[src/rtl/fetch_unit_if.sv]
// Fetch-stage bus bundle: instruction-memory read port, redirect input and downstream instruction handshake.
interface fetch_unit_if #(parameter int XLEN = 32);
    logic            imem_req;
    logic [XLEN-1:0] imem_addr;
    logic            imem_ready;
    logic            imem_rvalid;
    logic [XLEN-1:0] imem_rdata;
    logic            redirect;
    logic [XLEN-1:0] redirect_pc;
    logic            instr_valid;
    logic            instr_ready;
    logic [XLEN-1:0] instr;
    logic [XLEN-1:0] instr_pc;
    logic            exec_enable_n;

    modport master (
        output imem_req, imem_addr,
        input  imem_ready, imem_rvalid, imem_rdata,
        input  redirect, redirect_pc,
        output instr_valid,
        input  instr_ready,
        output instr, instr_pc, exec_enable_n
    );

    modport slave (
        input  imem_req, imem_addr,
        output imem_ready, imem_rvalid, imem_rdata,
        output redirect, redirect_pc,
        input  instr_valid,
        output instr_ready,
        input  instr, instr_pc, exec_enable_n
    );
endinterface

[src/rtl/fetch_unit.sv]
// Instruction fetch: PC, credit-limited imem reads, in-order instruction buffer, redirect flush.
// Latency is memory latency + 1; requests stop when buffer + in-flight reach FIFO_DEPTH, head holds under instr_ready=0.
module fetch_unit #(
    parameter int              XLEN       = 32,
    parameter logic [XLEN-1:0] RESET_PC   = '0,
    parameter int              FIFO_DEPTH = 2
) (
    input  logic         clk,
    input  logic         rst,
    fetch_unit_if.master bus
);
    localparam int AW = $clog2(FIFO_DEPTH);
    localparam int CW = AW + 1;

    typedef enum logic [1:0] {IDLE, FETCH, STALL} state_t;

    state_t          state;
    logic [XLEN-1:0] pc;
    logic [XLEN-1:0] fifo_dat [FIFO_DEPTH];
    logic [XLEN-1:0] fifo_pc  [FIFO_DEPTH];
    logic [XLEN-1:0] side_pc  [FIFO_DEPTH];
    logic [AW-1:0]   f_wr, f_rd, s_wr, s_rd;
    logic [CW-1:0]   count, outstanding, drop, credits;
    logic            accept, rsp, push, pop, valid;

    assign credits = CW'(FIFO_DEPTH) - count - outstanding;
    assign valid   = (count != '0);
    assign accept  = bus.imem_req && bus.imem_ready;
    assign rsp     = bus.imem_rvalid && (outstanding != '0);
    // A response landing in the redirect cycle belongs to the old stream.
    assign push    = rsp && (drop == '0) && !bus.redirect;
    assign pop     = valid && bus.instr_ready;

    assign bus.imem_req      = (state == FETCH) && (credits != '0) && !bus.redirect;
    assign bus.imem_addr     = pc;
    assign bus.instr_valid   = valid;
    assign bus.instr         = valid ? fifo_dat[f_rd] : '0;
    assign bus.instr_pc      = valid ? fifo_pc[f_rd]  : '0;
    assign bus.exec_enable_n = ~valid;

    always_ff @(posedge clk) begin
        if (rst) begin
            state       <= IDLE;
            pc          <= RESET_PC;
            f_wr        <= '0;
            f_rd        <= '0;
            s_wr        <= '0;
            s_rd        <= '0;
            count       <= '0;
            outstanding <= '0;
            drop        <= '0;
        end else begin
            case (state)
                IDLE:    state <= FETCH;
                FETCH:   if (credits == '0) state <= STALL;
                STALL:   if (credits != '0) state <= FETCH;
                default: state <= IDLE;
            endcase

            if (bus.redirect)
                pc <= bus.redirect_pc & ~XLEN'(3);
            else if (accept)
                pc <= pc + XLEN'(4);

            if (accept)
                s_wr <= s_wr + AW'(1);
            if (rsp)
                s_rd <= s_rd + AW'(1);
            outstanding <= outstanding + CW'(accept) - CW'(rsp);

            if (bus.redirect)
                drop <= outstanding - CW'(rsp);
            else if (rsp && (drop != '0))
                drop <= drop - CW'(1);

            if (bus.redirect) begin
                f_wr  <= '0;
                f_rd  <= '0;
                count <= '0;
            end else begin
                if (push)
                    f_wr <= f_wr + AW'(1);
                if (pop)
                    f_rd <= f_rd + AW'(1);
                count <= count + CW'(push) - CW'(pop);
            end
        end
    end

    // Storage needs no reset; occupancy is tracked by the counters above.
    always_ff @(posedge clk) begin
        if (accept)
            side_pc[s_wr] <= pc;
        if (push) begin
            fifo_dat[f_wr] <= bus.imem_rdata;
            fifo_pc[f_wr]  <= side_pc[s_rd];
        end
    end
endmodule

[src/flat_wrapper.sv]
// flat-port wrapper written by rule: the top's interface ports become plain ports
module fetch_unit_flat 
#(
    parameter int              XLEN       = 32,
    parameter logic [XLEN-1:0] RESET_PC   = '0,
    parameter int              FIFO_DEPTH = 2
)
  (clk, rst, bus_imem_req, bus_imem_addr, bus_imem_ready, bus_imem_rvalid, bus_imem_rdata, bus_redirect, bus_redirect_pc, bus_instr_valid, bus_instr_ready, bus_instr, bus_instr_pc, bus_exec_enable_n);
  fetch_unit_if #(.XLEN(XLEN)) bus_i ();
  input  logic clk;
  input  logic rst;
  output wire logic [$bits(bus_i.imem_req)-1:0] bus_imem_req;
  output wire logic [$bits(bus_i.imem_addr)-1:0] bus_imem_addr;
  input wire logic [$bits(bus_i.imem_ready)-1:0] bus_imem_ready;
  input wire logic [$bits(bus_i.imem_rvalid)-1:0] bus_imem_rvalid;
  input wire logic [$bits(bus_i.imem_rdata)-1:0] bus_imem_rdata;
  input wire logic [$bits(bus_i.redirect)-1:0] bus_redirect;
  input wire logic [$bits(bus_i.redirect_pc)-1:0] bus_redirect_pc;
  output wire logic [$bits(bus_i.instr_valid)-1:0] bus_instr_valid;
  input wire logic [$bits(bus_i.instr_ready)-1:0] bus_instr_ready;
  output wire logic [$bits(bus_i.instr)-1:0] bus_instr;
  output wire logic [$bits(bus_i.instr_pc)-1:0] bus_instr_pc;
  output wire logic [$bits(bus_i.exec_enable_n)-1:0] bus_exec_enable_n;
  assign bus_imem_req = bus_i.imem_req;
  assign bus_imem_addr = bus_i.imem_addr;
  assign bus_i.imem_ready = bus_imem_ready;
  assign bus_i.imem_rvalid = bus_imem_rvalid;
  assign bus_i.imem_rdata = bus_imem_rdata;
  assign bus_i.redirect = bus_redirect;
  assign bus_i.redirect_pc = bus_redirect_pc;
  assign bus_instr_valid = bus_i.instr_valid;
  assign bus_i.instr_ready = bus_instr_ready;
  assign bus_instr = bus_i.instr;
  assign bus_instr_pc = bus_i.instr_pc;
  assign bus_exec_enable_n = bus_i.exec_enable_n;
  fetch_unit #(.XLEN(XLEN), .RESET_PC(RESET_PC), .FIFO_DEPTH(FIFO_DEPTH)) u_core (.clk(clk), .rst(rst), .bus(bus_i));
endmodule
[config.mk]
export PLATFORM = sky130hd
export DESIGN_NAME = fetch_unit_flat
export DESIGN_NICKNAME = d
export VERILOG_FILES = /design/src/rtl/fetch_unit_if.sv /design/src/rtl/fetch_unit.sv /design/src/flat_wrapper.sv
export SDC_FILE = /design/constraint.sdc
export NUM_CORES = 1
export LEC_CHECK = 0
export CAP_MARGIN = 20
export CORE_ASPECT_RATIO = 1.4
export CORE_MARGIN = 3
export CORE_UTILIZATION = 47
export CTS_CLUSTER_SIZE = 8
export DETAILED_ROUTE_END_ITERATION = 7
export PLACE_DENSITY = 0.76
export SYNTH_ARGS = -nofsm -noshare
export SYNTH_HDL_FRONTEND = slang
export SYNTH_SLANG_ARGS = --single-unit
[constraint.sdc]
create_clock -name clk -period 4.3 [get_ports clk]
set_clock_uncertainty 0.15 [all_clocks]
set_input_delay 0.43 -clock clk [delete_from_list [all_inputs] [get_ports clk]]
set_output_delay 0.43 -clock clk [all_outputs]
set_load 0.01 [all_outputs]
==> impl_metrics.yaml <==
critical_path:
  reg2regPathDepth: 5
  reg2reg_from: "u_core.bus.imem_addr[2]$_SDFFE_PP0P_"
  rr_endpoint: "u_core.bus.imem_addr[18]$_SDFFE_PP0P_"
  cpLargestDelayFamily: "buffers and inverters"
  critPathCaptureType: "output pin"
  crit_slowest_cell: "clkdlybuf4s50_1"
  cp_data_required_time_ps: 3720
  cp_slowest_stage_delay_ps: 570
  start_kind: "flip-flop"
  crit_arrival_ps: 2360
  crit_type: "reg2out"
  reg2reg_slack_ps: 1680
  crit_fanout: 4
  path_buf_inv: 2
  cp_cell_sequence: "inv_1 -> ha_1 -> xor3_2 -> nor2_1 -> nor3b_1 -> clkdlybuf4s50_1"
cts:
  cts_tree: "yes"
  cts_buffers: 34
  clk_pin_slew_ps: 50
  holdBufCountCts: 0
  root_buffer: "clkbuf_16"
  cts_sinks: 228
  cts_buffer_depth: 3
  post-cts-setup-buffers: 0
  cts_resized: 0
  htree_num_levels: 2
  clkLatencyLatePin_ps: 480
sta:
  setup_viol: 0
  tns_ps: 0
  timing.fmax_ghz: 0.340
  grt_setup_unrepaired: "false"
  worst_slack_ps: 1360
  period_share_pct: 68.4
  slew_violations: 0
  layout_min_cycle_time_ps: 2940
  finalHoldViolCount: 0
  max-slew-margin-rel_pct: 60.1
  worst_slew_pin_slew_ps: 598
synth:
  synth_edf_count: 184
  synth-xor-area-share_pct: 3.61
  syn_area_um2: 9200
  synth_top_family_by_area: "multiplexers"
  syn_inst: 644
  yosys_most_used_dff: "edfxtp_1"
  synth_seq_cells: 228
  synthMuxAreaShare_pct: 10.4
  syn_avg_cell_area_um2: 14.3
  synth_simple_gate_area_share_pct: 9.63
  ys_seq_area_share_pct: 69.7
  ys_async_sr_fraction_pct: 0
  ys_types: 44
  synthAdderAreaFrac_pct: 0.925
  synth-compound-area-share_pct: 3.50
  ys_warn_count: 0
detailed_routing:
  viasPerCell: 5.28
  num_vias: 5684
  initialDrtViolationCount: 395
  ant_nets: 0
  drtPass1Iterations: 6
  wire_per_inst_um: 17.4
  drc: 0
  wl_um: 18800
power:
  design_power_total_w: 0.00595
  p_leak_nw: 3.91
  p_per_area_nw_per_um2: 493
  vdd_drop_max_v: 0.000310
global_route:
  grt_first_pass_wirelength_um: 30300
  grt_usage_pct: 17.4
  grt_max_degree: 65
  antenna_found_initial: 0
  grt_pass1_vias: 6051
  grt_overflow: 0
placed_design:
  dp_hpwl_um: 12600
  gp_congestion: 0.827
  dpl_worst_slack_ps: 1330
  placement.io_buffers: 162
finish:
  final_nets: 895
  antenna_cells: 0
  mostFrequentLayoutCells: "edfxtp_1, clkdlybuf4s50_1, nor2_1, mux2i_1, dfxtp_1"
  area_delta_synth_final_pct: 31.4
  drive_gt1_share_pct: 10.9
  fillers: 1421
  final_common_cell: "edfxtp_1"
floorplanning:
  num_io_pins: 169
  die_area_um2: 21300
  start_util_pct: 48.7
  die_h_um: 171
  rows: 59
  die_x_um: 124
  core_um2: 18900
outcome:
  status: "complete, no violations"
run:
  cap_violations: 0
hold_path:
  hp-start: "bus_redirect_pc[2]"
  whs_endpoint: "u_core.bus.imem_addr[2]$_SDFFE_PP0P_"
  hold_depth: 3
  min_path_type: "in2reg"
Yosys cell counts, types with 8 or more instances:
cell type	n	area [um2]
edfxtp_1	184	5530
nand3_1	13	65.1
clkbuf_1	29	109
mux2_2	30	338
a211oi_1	20	150
nor2_1	95	357
nand4_1	9	56.3
nor3_1	19	95.1
xnor2_1	25	219
xor2_1	10	87.6
mux2i_1	62	621
dfxtp_1	44	881
nand2_1	16	60.1
inv_1	8	30.0
per-layer routing:
layer	global-route usage [%]	vias up	wire, um	share of wire [%]
met5	0	-	0	0
met4	8.06	0	673	3.6
met3	2.70	45	904	4.8
met2	31.9	191	9830	52
met1	20.2	2727	7380	39
li1	-	2721	-	-
state kept, by name, indices dropped and copies added (netlist names), named ones only:
register,flops
u_core.drop,2
u_core.count,2
u_core.fifo_dat,64
u_core.bus.imem_addr,30
u_core.f_rd,1
u_core.outstanding,2
u_core.f_wr,1
u_core.state,2
u_core.s_wr,1
u_core.s_rd,1
u_core.fifo_pc,60
u_core.side_pc,60
final cells by class:
type	instances	area [um2]	share of cell area, %
sequential	228	6410	53.0
multi-input combinational	371	2610	21.6
timing repair buffer	175	1760	14.6
clock buffer	48	925	7.65
tap	244	305	2.53
clock inverter	2	38.8	0.321
inverter	9	33.8	0.280
metrics by stage:
step	instance area, um2	util (%)	hold slack [ps]	cells
2_1_floorplan	9210	-	322	647
3_3_place_gp	11100	58.5	340	1024
3_5_place_dp	11100	58.5	352	1024
4_1_cts	12000	63.6	346	1074
5_1_grt	12100	63.9	367	1077
6_report	12100	63.9	365	1077
cell families after synthesis:
kind of cell	Yosys count
buf+inv	48
simple gates	187
compound gates	45
fa+ha+maj	7
other cells	1
mux	92
flops	228
xor+xnor	36
report_power, final:
part           internal [W]  switching, W
Clock               0.00153      0.000838
Sequential          0.00263     0.0000911
Combinational      0.000416      0.000451
worst reg2reg max path: stages (launching register included):
cell and delay, ps:
dfxtp_1 470, ha_1 310, nand4_1 180, or4b_1 730, or3_1 380, a311oi_1 290
how the worst max path moves through the flow:
stage                                     startpoint                          endpoint  cells past startpoint
global placement                     bus_imem_rvalid  u_core.fifo_dat[0][23]$_DFFE_PP_                      6
global route              u_core.count[0]$_SDFF_PP0_                      bus_imem_req                      6
floorplan           u_core.outstanding[0]$_SDFF_PP0_   u_core.side_pc[0][10]$_DFFE_PP_                      6
CTS                       u_core.count[1]$_SDFF_PP0_                 bus_exec_enable_n                      3
finish              u_core.outstanding[0]$_SDFF_PP0_                      bus_imem_req                      6
detailed placement                   bus_imem_rvalid  u_core.fifo_dat[0][28]$_DFFE_PP_                      6
Power figures use the tool's default switching activity.
